==> src/rtl/xc_malu_divrem_seq.sv <==
// Sequential 32-bit restoring divider/remainder unit (div, divu, rem, remu).
// Optional build macro XC_MALU_DIVREM_EARLY_OUT_EN: zero dividend/divisor requests skip straight to DONE.
module xc_malu_divrem_seq (
  input  logic        g_clk,
  input  logic        g_resetn,
  input  logic        flush,
  input  logic        valid,
  input  logic        op_signed,
  input  logic        op_rem,
  input  logic [31:0] rs1,
  input  logic [31:0] rs2,
  output logic        ready,
  output logic [31:0] result
);

  typedef enum logic [1:0] {
    IDLE = 2'd0,
    RUN  = 2'd1,
    DONE = 2'd2
  } state_t;

  state_t      state;
  state_t      state_nxt;
  logic [5:0]  cnt;
  logic [63:0] acc;        // {partial remainder, dividend/quotient}
  logic [31:0] dvs;
  logic        cap_signed;
  logic        cap_rem;
  logic        sgn_a;
  logic        sgn_b;
  logic        div_zero;

  logic        start;
  logic        early_out;
  logic        in_zero_b;
  logic [31:0] abs_a;
  logic [31:0] abs_b;
  logic [33:0] diff;
  logic        borrow;
  logic [31:0] rem_nxt;
  logic [63:0] acc_step;
  logic [31:0] q_fix;
  logic [31:0] r_fix;
  logic        unused_diff;

  assign abs_a     = (op_signed && rs1[31]) ? (~rs1 + 32'd1) : rs1;
  assign abs_b     = (op_signed && rs2[31]) ? (~rs2 + 32'd1) : rs2;
  assign in_zero_b = (rs2 == 32'd0);

`ifdef XC_MALU_DIVREM_EARLY_OUT_EN
  assign early_out = in_zero_b || (rs1 == 32'd0);
`else
  assign early_out = 1'b0;
`endif

  assign start = (state == IDLE) && valid && !flush;

  // Partial remainder stays below the divisor, so bit 32 of a non-borrowing difference is always 0.
  assign diff        = {1'b0, acc[63:31]} - {2'b00, dvs};
  assign borrow      = diff[33];
  assign rem_nxt     = borrow ? acc[62:31] : diff[31:0];
  assign acc_step    = {rem_nxt, acc[30:0], ~borrow};
  assign unused_diff = diff[32];

  always_ff @(posedge g_clk or negedge g_resetn) begin
    if (!g_resetn) begin
      state <= IDLE;
    end else begin
      state <= state_nxt;
    end
  end

  always_comb begin
    state_nxt = state;
    case (state)
      IDLE: if (start) state_nxt = early_out ? DONE : RUN;
      RUN:  if (cnt == 6'd31) state_nxt = DONE;
      DONE: state_nxt = IDLE;
      default: state_nxt = IDLE;
    endcase
    if (flush) state_nxt = IDLE;
  end

  always_ff @(posedge g_clk or negedge g_resetn) begin
    if (!g_resetn) begin
      cnt        <= 6'd0;
      acc        <= 64'd0;
      dvs        <= 32'd0;
      cap_signed <= 1'b0;
      cap_rem    <= 1'b0;
      sgn_a      <= 1'b0;
      sgn_b      <= 1'b0;
      div_zero   <= 1'b0;
    end else if (start) begin
      cap_signed <= op_signed;
      cap_rem    <= op_rem;
      sgn_a      <= rs1[31];
      sgn_b      <= rs2[31];
      div_zero   <= in_zero_b;
      dvs        <= abs_b;
      cnt        <= 6'd0;
      // Early-out preloads the final magnitudes: divide-by-zero gives all-ones quotient, remainder |rs1|.
      acc        <= early_out ? {abs_a, {32{in_zero_b}}} : {32'd0, abs_a};
    end else if ((state == RUN) && !flush) begin
      acc <= acc_step;
      cnt <= cnt + 6'd1;
    end
  end

  assign q_fix = (cap_signed && (sgn_a ^ sgn_b) && !div_zero) ? (~acc[31:0] + 32'd1) : acc[31:0];
  assign r_fix = (cap_signed && sgn_a) ? (~acc[63:32] + 32'd1) : acc[63:32];

  assign ready  = (state == DONE) && !flush;
  assign result = ready ? (cap_rem ? r_fix : q_fix) : 32'd0;

endmodule

==> config.mk <==
export PLATFORM = sky130hd
export DESIGN_NAME = xc_malu_divrem_seq
export DESIGN_NICKNAME = d
export VERILOG_FILES = /design/src/rtl/xc_malu_divrem_seq.sv
export SDC_FILE = /design/constraint.sdc
export NUM_CORES = 1
export LEC_CHECK = 0
export BUFFER_PORTS_ARGS = -buffer_cell sky130_fd_sc_hd__buf_2
export CAP_MARGIN = 10
export CORE_MARGIN = 2
export CORE_UTILIZATION = 40
export CTS_CLUSTER_SIZE = 16
export DETAILED_ROUTE_END_ITERATION = 10
export PLACE_DENSITY = 0.64
export SYNTH_ARGS = -nofsm -noshare
export SYNTH_HDL_FRONTEND = slang
export SYNTH_SLANG_ARGS = --single-unit
==> constraint.sdc <==
create_clock -name g_clk -period 8.3 [get_ports g_clk]
set_clock_uncertainty 0.05 [all_clocks]
set_input_delay 1.66 -clock g_clk [delete_from_list [all_inputs] [get_ports g_clk]]
set_output_delay 1.66 -clock g_clk [all_outputs]
set_load 0.1 [all_outputs]
Yosys cells after proc, flatten, opt, wreduce, memory -nomap -nowiden

Cells that the tools add are included.

Add/subtract/negate cells: 6
Eq/ne operators: 5
Muxes and demuxes: 15
Bitwise gates (word level): 6
Reductions and logical operators: 15

Operators by type and width:

| cell                    | count |
|---|---|
| $mux W32                | 7 |
| $add A32 B1 Y32 const B | 4 |
| $mux W64                | 2 |
| $not A32 Y32            | 4 |
| $sub A33 B32 Y34        | 1 |
| $logic_not A32 Y1       | 1 |
| $mux W6                 | 2 |
| $logic_and A1 B1 Y1     | 9 |
| $add A6 B1 Y6 const B   | 1 |
| $eq A6 B5 Y1 const B    | 1 |
| $mux W2                 | 3 |
| $ne A3 B3 Y1 const B    | 2 |
| $pmux W2 S2             | 1 |
| $eq A2 B1 Y1 const B    | 1 |
| $eq A2 B2 Y1 const B    | 1 |
| $logic_not A1 Y1        | 2 |
| $logic_not A2 Y1        | 1 |
| $reduce_and A2 Y1       | 1 |
| $reduce_bool A2 Y1      | 1 |
| $not A1 Y1              | 1 |
| $xor A1 B1 Y1           | 1 |

Bits in registers: 109
Input port bits: 70
Output and inout bits: 33
Logic and storage cells: 56

Logic depth before layout (Yosys ltp)

Depth after elaboration: 6
Depth in mapped cells: 13
Gate-level depth less buffers: 13

Least setup slack after synthesis

OpenSTA, ideal clock, no wires.

Path kind: register to output
From: reg acc[39]
To: out result[27]
Arrival: 4.525 ns
Required time: 6.590 ns
Setup slack: 2.065 ns
Stages on the path, launching flop included: 9
Buffers on the path: 0
Cells stage by stage: dfrtp_1 or4_4 or4_4 nor4_4 nand3b_4 nor3_4 nor2_1 xnor2_1 a211oi_1

Longest elaborated chain between the ends: 5

RTL lines:

| what                   | RTL line | source |
|---|---|---|
| start, declared        | 25       | `logic [63:0] acc;` |
| start signal, assigned | 103      | `acc <= early_out ? {abs_a, {32{in_zero_b}}} : {32'd0, abs_a};` |
| start signal, assigned | 105      | `acc <= acc_step;` |
| $not A32 Y32           | 111      | `assign r_fix = (cap_signed && sgn_a) ? (~acc[63:32] + 32'd1) : acc[63:32];` |
| $add A32 B1 Y32        | 111      |  |
| $mux W32               | 111      |  |
| $mux W32 (2 in a row)  | 114      | `assign result = ready ? (cap_rem ? r_fix : q_fix) : 32'd0;` |
| end, declared          | 13       | `output logic [31:0] result` |

Every way passes these cells.

Worst setup path in the final report

From: reg acc[4]
To: out result[25]

Longest elaborated chain between the ends: 5

RTL lines:

| what                  | RTL line | source |
|---|---|---|
| $not A32 Y32          | 110      | `assign q_fix = (cap_signed && (sgn_a ^ sgn_b) && !div_zero) ? (~acc[31:0] + 32'd1) : acc[31:0];` |
| $add A32 B1 Y32       | 110      |  |
| $mux W32              | 110      |  |
| $mux W32 (2 in a row) | 114      |  |

Every way passes these cells.

==> qor.csv <==
metric,value,unit
synthesis.area,0.00929,mm2
criticalPathCategory,reg2out,
pin_count,103,
post-synth-top-count-cell,nand2_1,
avgSynthCellArea,7.85,um2
finalHoldViolCount,0,
synth_fp_nets,1291,
post-cts-setup-buffer-count,0,
drtAntennaViolNets,0,
antenna_found_initial,0,
grt_use_met2,0.345,
gp_congestion,0.863,
yosys.area_share.simple,0.216,
grt_pass1_wl,41.5,mm
cts_buffers,9,
num_vias,8744,
postSynthCellCount,1183,
drive_gt1_frac,0.119,
synthMuxAreaShare,0.0248,
core_area,0.0227,mm2
dp_hpwl,19.2,mm
cp_max_fo,5,
synth_top_cell_by_area,dfrtp_1,
num-fill-cells,2298,
register_area,0.00273,mm2
seq_area_frac_synth,0.294,
use_met3,0.0354,
grt_pass1_vias,8304,
syn_to_final_growth,10.9,%
finalSetupViolCount,0,
yosys.area_share.adder,0.0520,
cp-start-kind,flop,
grtUsageMet1,0.287,
start_util,0.409,
yosysUniqueCellTypes,72,
top_usage_layer,met2,
synth_edf_count,0,
endpoint_kind,output port,
design.die.area,0.0245,mm2
power.density,302,mW/mm2
cts_tree,yes,
synth_compound_area_frac,0.228,
period_needed,5630,ps
std_cell_rows,55,
ys_ff_latch,109,
synth_ff_type,dfrtp_1,
peakVddDrop,0.173,mV
clockRootBuffer,clkbuf_16,
ctsResizeCount,0,
drtIter0Drc,473,
tightest_slew,959,ps
die_x,156,um
insertion_delay,360,ps
grtUsageTotal,0.209,
insertedDiodeCount,0,
outcome,"complete, no violations",
clock_sinks,109,
drt_first_pass_iters,5,
hold_path.class,reg2reg,
static-leakage-power,4.51,nW
post_drt_wl_per_cell,16.3,um
relSlewSlack,0.360,
yosys_warnings,0,
grt_max_degree,76,
ys_async_sr_fraction,1.00,
fmax,178,MHz
routed_wl,25.1,mm
period_share,0.678,
slew_violations,0,
drcViolationCount,0,
yosys.area.top_type_share,0.294,
required,6590,ps
maxCapViolations,0,
synthTopCellsByArea,"dfrtp_1 29%, xnor2_1 7.6%, nand2_1 6.8%",
multiInputGateArea,0.00615,mm2
synth_top_family_by_area,compound AO/OA/AOI/OAI gates,
port_buffers,102,
htree_num_levels,3,
clk_pin_slew,80,ps
die_h,156,um
synthXorXnorAreaFrac,0.140,
fin_area,0.0103,mm2
via_per_inst,5.68,
fin_setup_tns,0,ps
cts.path.max_buffers,2,
ctsHoldBuffers,0,
grt-ovfl-total,0,
rsz0062_at_grt,no,
ys_top_cells_by_count,"169 x nand2_1, 129 x nor2_1, 109 x dfrtp_1, 105 x o21ai_0, 81 x xnor2_1",
arrival,3920,ps
post_dp_cell_area,0.0100,mm2
final_nets,1358,
[final cells by class]
type	instances	share of cell area
clock inverter	7	0.00583
timing repair buffer	110	0.0556
clock buffer	9	0.0219
tap	285	0.0346
sequential	109	0.265
inverter	55	0.0200
multi-input combinational	965	0.597
[state kept, by name (all words and copies together), names as in the netlist]
signal      cells
acc            64
cnt             6
state           2
dvs            32
div_zero        1
sgn_b           1
cap_rem         1
cap_signed      1
sgn_a           1
[cells in the final DEF (no fill, tap or decap), types with 5 or more instances in the layout]
cell type,count
o31ai_1,16
buf_2,101
inv_1,55
or4_1,8
nand3b_1,5
o41ai_1,10
a211oi_1,28
a32oi_1,9
a21oi_1,76
nor2_1,128
mux2i_1,23
and3_1,10
o21ai_0,105
nor3_1,18
nand2_1,169
o22ai_1,9
nor4_1,9
nand3_1,10
o21a_1,6
dfrtp_1,109
buf_4,9
nand4_1,9
or3_1,13
nand2b_1,5
a21o_1,8
clkbuf_16,9
xor2_1,67
xnor2_1,81
a31oi_1,33
ha_1,37
and2_1,10
[metal layers]
metal  part of all wire  vias to the layer above  routed length (um)
met5                  0                        -                   0
met4              0.018                        0                 454
met3              0.042                       30                1060
met2               0.47                      190               11700
met1               0.47                     4182               11900
li1                   -                     4342                   -
[power by group]
part | internal [mW] | switching (mW) | leakage, nW
registers | 0.669 | 0.221 | 1.38
clock network | 0.208 | 0.220 | 0.130
logic | 0.767 | 1.02 | 3.00
[logic make-up after synthesis]
group / count (synthesis)
xor gates and xnor gates: 148
adders and majority gates: 38
muxes: 23
and+or+nand+nor: 422
DFF: 109
AOI/OAI and AO/OA: 334
buffers and inverters: 109
[through the flow]
stage                util  hold slack (ps)  setup slack, ps  total power, mW  std cells
floorplan               -              386             2070             2.30       1183
detailed placement  0.441              411             2720             2.68       1524
finish              0.454              425             2670             3.11       1540
global placement    0.441              404             2730             2.65       1524
global route        0.454              449             2250             3.38       1540
CTS                 0.454              427             2730             3.11       1540
[worst max-delay path: stages (launching register included)]
cell	delay, ps
dfrtp_1	420
or3_1	420
nor4_1	600
nand2_1	340
nor4_2	430
a21oi_1	150
xor2_1	190
nor2_1	70
a211oi_1	410
buf_2	520
[worst paths after layout]
| kind | from | to | slack, ps | cells past startpoint |
|---|---|---|---|---|
| min in group asynchronous | g_resetn | dvs[22] | 1190 | 1 |
| hold reg to reg | cnt[5] | state[1] | 430 | 1 |
| hold / removal | cnt[5] | state[1] | 430 | 1 |
| max in group asynchronous | g_resetn | acc[23] | 5700 | 2 |
| setup reg to reg | acc[31] | acc[60] | 4770 | 13 |
| setup / recovery | acc[4] | result[25] | 2670 | 9 |
(Power assumes the default switching activity.)
